===== src/rtl/multdiv_ctrl.sv =====
// Sequencer between the pipeline and the iterative multiplier/divider: one op in flight,
// start pulse, wait for RDY or timeout, tagged response. Option: MULTDIV_DIV0_SHORTCUT_EN.
module multdiv_ctrl #(
    parameter int TIMEOUT = 40,
    parameter int TAG_W   = 5
) (
    input  logic             clock,
    input  logic             reset_n,
    input  logic             req_valid,
    input  logic             req_op,
    input  logic [31:0]      req_operandA,
    input  logic [31:0]      req_operandB,
    input  logic [TAG_W-1:0] req_tag,
    output logic             req_ready,
    output logic             ctrl_MULT,
    output logic             ctrl_DIV,
    output logic [31:0]      data_operandA,
    output logic [31:0]      data_operandB,
    input  logic [31:0]      data_result,
    input  logic             data_exception,
    input  logic             data_resultRDY,
    output logic             rsp_valid,
    input  logic             rsp_ready,
    output logic [31:0]      rsp_result,
    output logic             rsp_exception,
    output logic [TAG_W-1:0] rsp_tag,
    output logic             rsp_op,
    output logic             busy
);
    localparam int CNT_W = ($clog2(TIMEOUT + 1) > 6) ? $clog2(TIMEOUT + 1) : 6;

    typedef enum logic [1:0] {IDLE, START, WAIT, DONE} state_t;

    state_t           state, state_nxt;
    logic [CNT_W-1:0] cnt;
    logic             accept, div0, timeout;

    assign req_ready = (state == IDLE);
    assign busy      = (state != IDLE);
    assign accept    = req_valid && req_ready;
    // cnt holds the number of WAIT cycles already completed, so the TIMEOUT-th
    // WAIT cycle is the last one in which RDY is still honoured.
    assign timeout   = (cnt == CNT_W'(TIMEOUT - 1));

`ifdef MULTDIV_DIV0_SHORTCUT_EN
    assign div0 = req_op && (req_operandB == '0);
`else
    assign div0 = 1'b0;
`endif

    always_ff @(posedge clock or negedge reset_n) begin
        if (!reset_n) state <= IDLE;
        else          state <= state_nxt;
    end

    always_comb begin
        state_nxt = state;
        case (state)
            IDLE:    if (accept) state_nxt = div0 ? DONE : START;
            START:   state_nxt = WAIT;
            WAIT:    if (data_resultRDY || timeout) state_nxt = DONE;
            DONE:    if (rsp_ready) state_nxt = IDLE;
            default: state_nxt = IDLE;
        endcase
    end

    always_ff @(posedge clock or negedge reset_n) begin
        if (!reset_n) begin
            ctrl_MULT     <= 1'b0;
            ctrl_DIV      <= 1'b0;
            data_operandA <= '0;
            data_operandB <= '0;
            rsp_valid     <= 1'b0;
            rsp_result    <= '0;
            rsp_exception <= 1'b0;
            rsp_tag       <= '0;
            rsp_op        <= 1'b0;
            cnt           <= '0;
        end else begin
            ctrl_MULT <= 1'b0;
            ctrl_DIV  <= 1'b0;
            if (accept) begin
                data_operandA <= req_operandA;
                data_operandB <= req_operandB;
                // rsp_op is live from acceptance since it steers the external result mux
                rsp_op        <= req_op;
                rsp_tag       <= req_tag;
                if (div0) begin
                    rsp_valid     <= 1'b1;
                    rsp_result    <= '0;
                    rsp_exception <= 1'b1;
                end else begin
                    ctrl_MULT <= !req_op;
                    ctrl_DIV  <= req_op;
                end
            end
            if (state == START)
                cnt <= '0;
            else if (state == WAIT && cnt != '1)
                cnt <= cnt + 1'b1;
            if (state == WAIT) begin
                if (data_resultRDY) begin
                    rsp_valid     <= 1'b1;
                    rsp_result    <= data_result;
                    rsp_exception <= data_exception;
                end else if (timeout) begin
                    rsp_valid     <= 1'b1;
                    rsp_result    <= '0;
                    rsp_exception <= 1'b1;
                end
            end
            if (state == DONE && rsp_ready)
                rsp_valid <= 1'b0;
        end
    end
endmodule

===== config.mk =====
export PLATFORM = sky130hd
export DESIGN_NAME = multdiv_ctrl
export DESIGN_NICKNAME = d
export VERILOG_FILES = /design/src/rtl/multdiv_ctrl.sv
export SDC_FILE = /design/constraint.sdc
export NUM_CORES = 1
export LEC_CHECK = 0
export CORE_MARGIN = 2
export CORE_UTILIZATION = 45
export DETAILED_ROUTE_END_ITERATION = 8
export GPL_TIMING_DRIVEN = 0
export PLACE_DENSITY = 0.83
export SLEW_MARGIN = 20
export SYNTH_ARGS = -nofsm -noshare
export SYNTH_HDL_FRONTEND = slang
export SYNTH_SLANG_ARGS = --single-unit

===== constraint.sdc =====
create_clock -name clock -period 2.5 [get_ports clock]
set_input_delay 0.75 -clock clock [delete_from_list [all_inputs] [get_ports clock]]
set_output_delay 0.75 -clock clock [all_outputs]
set_load 0.1 [all_outputs]

==> results of run 1 <==
-- cells in the final DEF (no fill, tap or decap), types with 9 or more instances in the layout --
cell type / n
sky130_fd_sc_hd__clkdlybuf4s50_1: 106
sky130_fd_sc_hd__a221o_1: 32
sky130_fd_sc_hd__mux2_2: 70
sky130_fd_sc_hd__clkbuf_16: 16
sky130_fd_sc_hd__clkbuf_2: 29
sky130_fd_sc_hd__dfrtp_1: 114
sky130_fd_sc_hd__clkinv_2: 9
sky130_fd_sc_hd__clkdlybuf4s15_2: 22
sky130_fd_sc_hd__dlygate4sd2_1: 15
sky130_fd_sc_hd__clkdlybuf4s15_1: 40
sky130_fd_sc_hd__clkbuf_1: 13
sky130_fd_sc_hd__o211a_1: 33
sky130_fd_sc_hd__buf_2: 9
-- metal layers --
metal	global-route usage	vias up	routed length [um]
met5	0	-	0
li1	-	1767	-
met4	0.109	0	403
met1	0.283	1924	5520
met3	0.0696	27	890
met2	0.421	172	7080
-- per-stage QoR --
stage	setup slack, ns	util
2_1_floorplan	0.143	-
3_3_place_gp	-3.56	0.692
3_5_place_dp	-0.168	0.694
4_1_cts	0.000755	0.741
5_1_grt	0.000446	0.733
6_report	0.0410	0.733
-- sequential cells by signal, indices dropped and copies added, names as in the netlist --
register       flops
rsp_valid          1
ctrl_DIV           1
rsp_op             1
rsp_tag            5
state              2
data_operandA     32
data_operandB     32
rsp_result        32
rsp_exception      1
ctrl_MULT          1
cnt                6
-- cell type report --
class / instances / area, sq um
multi-input combinational: 189 / 1820
sequential: 114 / 2850
buffer: 26 / 158
inverter: 6 / 22.5
fill: 686 / 2770
clock buffer: 18 / 418
tap: 136 / 170
timing repair buffer: 216 / 2040
clock inverter: 13 / 120
-- cells by family after synthesis --
| group | after synthesis | share of synthesized area |
|---|---|---|
| adder cells (fa/ha/maj) | 6 | 0.0155 |
| buffers and inverters | 32 | 0.0372 |
| AND/OR/NAND/NOR | 30 | 0.0348 |
| AO/OA/AOI/OAI | 82 | 0.159 |
| flip-flops | 114 | 0.589 |
| multiplexers | 71 | 0.165 |
-- path summary, 6_finish.rpt --
path	start	end	slack (ns)	cells past startpoint
min in group clock	data_operandA[17]$_DFFE_PN0N_	data_operandA[17]$_DFFE_PN0N_	0.50	1
worst max register to register	state[0]$_DFFE_PN0P_	rsp_exception$_DFFE_PN0P_	0.44	7
max in group asynchronous	reset_n	rsp_result[22]$_DFFE_PN0P_	1.69	2
worst min register to register	data_operandA[17]$_DFFE_PN0N_	data_operandA[17]$_DFFE_PN0N_	0.50	1
worst min-delay path	reset_n	data_operandB[25]$_DFFE_PN0N_	0.11	1
worst max-delay path	data_operandB[10]$_DFFE_PN0N_	data_operandB[10]	0.04	1
-- worst register-to-register path, stage by stage, from the launching register on --
cell and delay, ns:
sky130_fd_sc_hd__dfrtp_1 0.40, sky130_fd_sc_hd__inv_1 0.15, sky130_fd_sc_hd__ha_1 0.22, sky130_fd_sc_hd__and2_1 0.13
sky130_fd_sc_hd__clkbuf_1 0.28, sky130_fd_sc_hd__clkbuf_1 0.50, sky130_fd_sc_hd__a21oi_1 0.15, sky130_fd_sc_hd__o31a_1 0.13
==> results summary, run 1 <==
After clock tree synthesis, the flow added hold-fix buffers numbering 0. The chip height is approximately 110 um. The commonest register cell after synthesis is sky130_fd_sc_hd__dfrtp_1. The area of the mapped netlist is 0.00485 sq mm. For the pin with the worst max-slew slack, the measured transition is between 0.9 and 1 ns. The violation count after the first detailed-routing iteration is 236.

Sorting the synthesized cells by area gives the leading types as sky130_fd_sc_hd__dfrtp_1 59%, sky130_fd_sc_hd__mux2_2 16%, sky130_fd_sc_hd__o211a_1 6.8%. Broken down by cell family, the worst path's largest delay share belongs to buffers and inverters. The global-route wire length before repair is approximately 21000 um. Data on the critical path arrives at its endpoint at ~1.7 ns. The worst setup path is of the register to primary output kind. The die covers 0.0116 sq mm.

The worst setup path is launched from a register. The final hold slack came out at about 0.11 ns. The number of placed instances, taps included, is between 600 and 700. The number of gates resized after CTS is ~190.

The number of antenna diodes in the final layout is 0. Timing would allow up to ~410 MHz. The count of standard-cell rows is 37. On the final layout, the worst clock skew is a little under 0.006 ns. The post-synth net total is ~450.

The total wire length came out at between 10000 and 15000 um. The clock tree buffer depth came out at 2. The average cell area after synthesis is 14.5 sq um. The number of clock sinks came out at roughly 110. The worst slew margin relative to its limit came out at 0.341. The detail-routed via count per cell is 5.42. The count of final max-slew check failures came to 0. The share of synthesized registers carrying an async set or reset is 1.00. The first-pass detailed-route iteration total is 4.

The run finished with clean final reports. The flip-flop and latch count after synthesis is between 100 and 150. Across the run, the number of max-cap violations was 0. Setup repair after global routing left no endpoint under its margin. The leading cell type by number of instances after synthesis is sky130_fd_sc_hd__dfrtp_1.

The floorplan core area is around 0.010 sq mm. In this run the clock root is driven by a sky130_fd_sc_hd__clkbuf_8. The number of global-route vias before repair was approximately 4k.

The number of nets with antenna violations after detailed routing is 0. The shortest period the worst path allows is approximately 2.5 ns. The number of top-level pins came out at roughly 220. In the synthesized netlist, the cells that appear most often are 114 x sky130_fd_sc_hd__dfrtp_1, 70 x sky130_fd_sc_hd__mux2_2, 33 x sky130_fd_sc_hd__o211a_1. After clock tree synthesis, the setup repair step added 0 buffers. The worst hold path class is primary input to async pin. The most area-hungry cell type in the Yosys netlist is sky130_fd_sc_hd__dfrtp_1. The H-tree generated during clock tree synthesis spans 4 levels. The total number of nets in the final design came out at approximately 700. The share of synthesized area in the top cell type comes to 0.589. The HPWL after detailed placement is between 10000 and 15000 um.

The sum of buffers and inverters on the critical path is 1. Of the synthesized area, sequential elements account for 0.589. The clock-pin slew on the worst setup and hold paths is approximately 0.050 ns. The biggest cell delay along the critical path came out at ~0.86 ns. The placement-stage cell area is 0.00720 sq mm. Counting distinct cell types in the post-synthesis netlist gives 36.

The average wire per cell in the routed design is 19.3 um. For this design, the slowest cell found on the critical path is sky130_fd_sc_hd__dlygate4sd2_1. The post-route clock period utilization is 0.984. At the later pin of the worst-skew pair, clock insertion delay measures 0.51 ns. The number of warnings reported in the yosys synthesis log is 0. The required time of the worst setup path is 1.75 ns. The share of cells above drive strength 1 came out at 0.294. The final routed DRC violation total is 0. The floorplan die width came out at 108 um.

The final hold violation count came out at 0. The number of enable flip-flop cells after synthesis is 0. The count of vias placed by the detailed router came out at slightly below 4k.

In the global route stage, overall resource usage came out at 0.245. The maximum number of pins on one net before global-route repair came out at 85. The maximum fanout count along the critical path came out at 2. The number of port buffers is 215. The initial antenna violation count was 0. STA classifies the critical path endpoint as a primary output. The number of cells in the finished layout apart from fillers came out at 718.

TritonCTS built the clock tree. The starting density of the core came out at 0.467. The number of buffers added by the clock tree synthesis step came out at 17.

Relative to the synthesized area, the layout overhead comes to 56.7%. Traced cell by cell, the critical path runs through dlygate4sd2_1. The final setup TNS came out at 0 ns. The post-layout instance area came out at roughly 0.0076 sq mm. The count of mapped cells out of synthesis came out at roughly 340. The routability-driven placement congestion ratio is 0.841. The total overflow reported by the global router is 0. The setup-violating endpoint count in the final report came out at 0.
Power of run 1 is left out: the tool's default activity adds up to more than one toggle a clock period on the data nets, which glitch-free logic cannot reach.
==> run 2, diff against run 1 <==
--- a/config.mk
+++ b/config.mk
@@ -10,6 +10,7 @@
 export DETAILED_ROUTE_END_ITERATION = 8
 export GPL_TIMING_DRIVEN = 0
 export PLACE_DENSITY = 0.83
+export REMOVE_ABC_BUFFERS = 1
 export SLEW_MARGIN = 20
 export SYNTH_ARGS = -nofsm -noshare
 export SYNTH_HDL_FRONTEND = slang
==> run 2 against run 1 <==
Final cell count down 3.5%. Count of clock-buffer cells in the layout is 5 higher. Clock skew is 0.015 ns higher. Sequential share of layout area increased by 0.32 points. Register-to-register slack worse by 0.09 ns. Via count fell by 3.1%. Worst setup slack gained 0.0051 ns. Critical path depth unchanged. Global-route usage shrank 0.10 points. Routed wire length rose by 1.8%.
==> results summary, run 2 (synthesized netlist as in run 1, its figures left out) <==
The run finished with clean final reports. The final hold violation count came to 0 (unchanged). The setup-violating endpoint count in the final report came out at 0 (unchanged). The biggest cell delay along the critical path came out at 0.85 ns (about the same). The tree is rooted in a sky130_fd_sc_hd__clkbuf_8. The number of buffers added by the clock tree synthesis step came to 17 (unchanged).

The violation count after the first detailed-routing iteration is 204 (-14%). The setup clock skew after layout is 0.0207 ns (+0.0149 ns). The number of nets with antenna violations after detailed routing is 0 (unchanged). The worst-skew pair later-pin latency came out at 0.51 ns (about the same). The maximum number of pins on one net before global-route repair came out at 63 (-26%).

The area growth from synthesis to layout is 55.4%. The average wire per cell in the routed design is 20.4 um (+5.4%). The sum of buffers and inverters on the critical path came out at 1 (unchanged).

The largest registers in the layout are data_operandA (32), data_operandB (32), rsp_result (32). Leaving out fill and tap cells, the most frequent cells in the layout are 114 x sky130_fd_sc_hd__dfrtp_1, 106 x sky130_fd_sc_hd__clkdlybuf4s50_1, 70 x sky130_fd_sc_hd__mux2_2, 37 x sky130_fd_sc_hd__clkbuf_2, 33 x sky130_fd_sc_hd__o211a_1. The maximum fanout count along the critical path is 2 (unchanged). The type of element capturing the critical path is a primary output. The max-cap violation count was 0 (unchanged). The share of cells above drive strength 1 came out at 0.320 (+0.0258). The floorplan core area is 0.0104 sq mm (unchanged). The post-route clock period utilization came out at 0.982 (-0.00203). The full die area is 0.0116 sq mm (unchanged). The chip height came to 108 um (unchanged).

The number of buffers added to fix hold violations after cts is 0 (unchanged). The transition time of the tightest slew-check pin is 1.01 ns (+0.0132 ns). The min-delay analysis places its worst path in the category primary input to async pin. The starting density of the core is 0.467 (unchanged). The total overflow reported by the global router came out at 0 (unchanged). The total routing resource utilization after global routing came out at 0.244 (-0.00101). The first-pass detailed-route iteration total came out at 6 (+2). The worst slew margin relative to its limit came out at 0.332 (-0.00877). The count of antenna diodes in the layout is 0 (unchanged). The clock-pin slew on the worst setup and hold paths is 0.06 ns (about the same).

The shortest period the worst path allows came to 2.45 ns (-0.00507 ns). The worst setup path is of the register to primary output kind. The most common cell after layout, fill and taps aside is sky130_fd_sc_hd__dfrtp_1. The number of top-level pins came out at 216 (unchanged). The depth of the CTS H-tree is 4 (unchanged). Setup repair after global routing left no endpoint under its margin.

The count of final max-slew check failures is 0 (unchanged). The HPWL after detailed placement was 9490 um (-5.9%). The final hold slack was 0.199 ns (+0.0842 ns).

The fmax is 408 MHz (+0.21%). The floorplan die width came to 108 um (unchanged). STA classifies the critical path startpoint as a register.

The final setup TNS came out at 0 ns (unchanged). TritonCTS built the clock tree. The number of port buffers came out at 215 (unchanged). The required time of the worst setup path is 1.75 ns (about the same). The detail-routed via count per cell is 5.44 (+0.36%).

The final routed DRC violation total came out at 0 (unchanged). The number of fill cells came to 690 (+0.58%). The total wire length came to 14100 um (+1.8%).

The count of standard-cell rows is 37 (unchanged). The signal arrival time at the worst endpoint is 1.70 ns (about the same). The largest individual stage delay along the critical path comes from the cell sky130_fd_sc_hd__dlygate4sd2_1. The routability-driven placement congestion ratio is 0.743 (-12%). The clock tree buffer depth is 2 (unchanged). The kind of cell with the highest combined delay along the critical path is buffers and inverters. The number of global-route vias before repair is 3886 (-2.5%).

The total number of nets in the final design is 659 (-3.7%). The count of vias placed by the detailed router is 3768 (-3.1%). The initial antenna violation count came out at 0 (unchanged). The number of clock sinks was 114 (unchanged). The global-route wire length before repair came to 21300 um (about the same). The signal on the critical path passes through dlygate4sd2_1.
run 2: repair_timing:
item                       in CTS  in global routing
gates resized for setup       210                 70
buffers inserted                0                  0
setup endpoints to repair     143                 92
run 2: area by class of cell:
type,count,area [sq um],share of cell area
flip-flops and latches,114,2850,0.379
well taps,136,170,0.0226
repair buffers,217,2040,0.271
multi-input cells,189,1830,0.243
clock buffers,23,487,0.0646
clock inverters,8,125,0.0166
inverters,6,28.8,0.00382
run 2: layer usage:
| layer | up-vias | wire length [um] | track usage |
|---|---|---|---|
| met5 | - | 0 | 0 |
| met4 | 0 | 178 | 0.0696 |
| met3 | 10 | 1090 | 0.0926 |
| met2 | 165 | 7120 | 0.412 |
| met1 | 1883 | 5740 | 0.291 |
| li1 | 1710 | - | - |
run 2: worst paths after layout:
| path | end | start | slack [ns] | cells after the start |
|---|---|---|---|---|
| min in group clock | rsp_op$_DFFE_PN0N_ | rsp_op$_DFFE_PN0N_ | 0.47 | 1 |
| worst max-delay path | data_operandA[4] | data_operandA[4]$_DFFE_PN0N_ | 0.05 | 1 |
| worst min register to register | rsp_op$_DFFE_PN0N_ | rsp_op$_DFFE_PN0N_ | 0.47 | 1 |
| worst max register to register | cnt[3]$_DFFE_PN0P_ | cnt[0]$_DFFE_PN0P_ | 0.35 | 4 |
| worst min-delay path | rsp_result[22]$_DFFE_PN0P_ | reset_n | 0.20 | 1 |
| max in group asynchronous | data_operandB[31]$_DFFE_PN0N_ | reset_n | 1.62 | 2 |
run 2: worst register-to-register path, delay by kind of cell, from the launching register on:
kind | cells | cell delay, ns
AOI/OAI and AO/OA | 1 | 0.48
DFF | 1 | 0.41
and+or+nand+nor | 2 | 0.90
adders and majority gates | 1 | 0.25
run 2: per-stage QoR:
| step | setup WS [ns] | instance area (sq um) | utilization | cells |
|---|---|---|---|---|
| global placement | -3.62 | 7010 | 0.676 | 660 |
| global route | 0.00101 | 7530 | 0.726 | 693 |
| detailed placement | -0.508 | 7080 | 0.683 | 662 |
| floorplan | -1.15 | 4690 | - | 309 |
| CTS | 0.0000674 | 7670 | 0.740 | 693 |
| finish | 0.0461 | 7530 | 0.726 | 693 |
Power of run 2 is left out for the same reason.
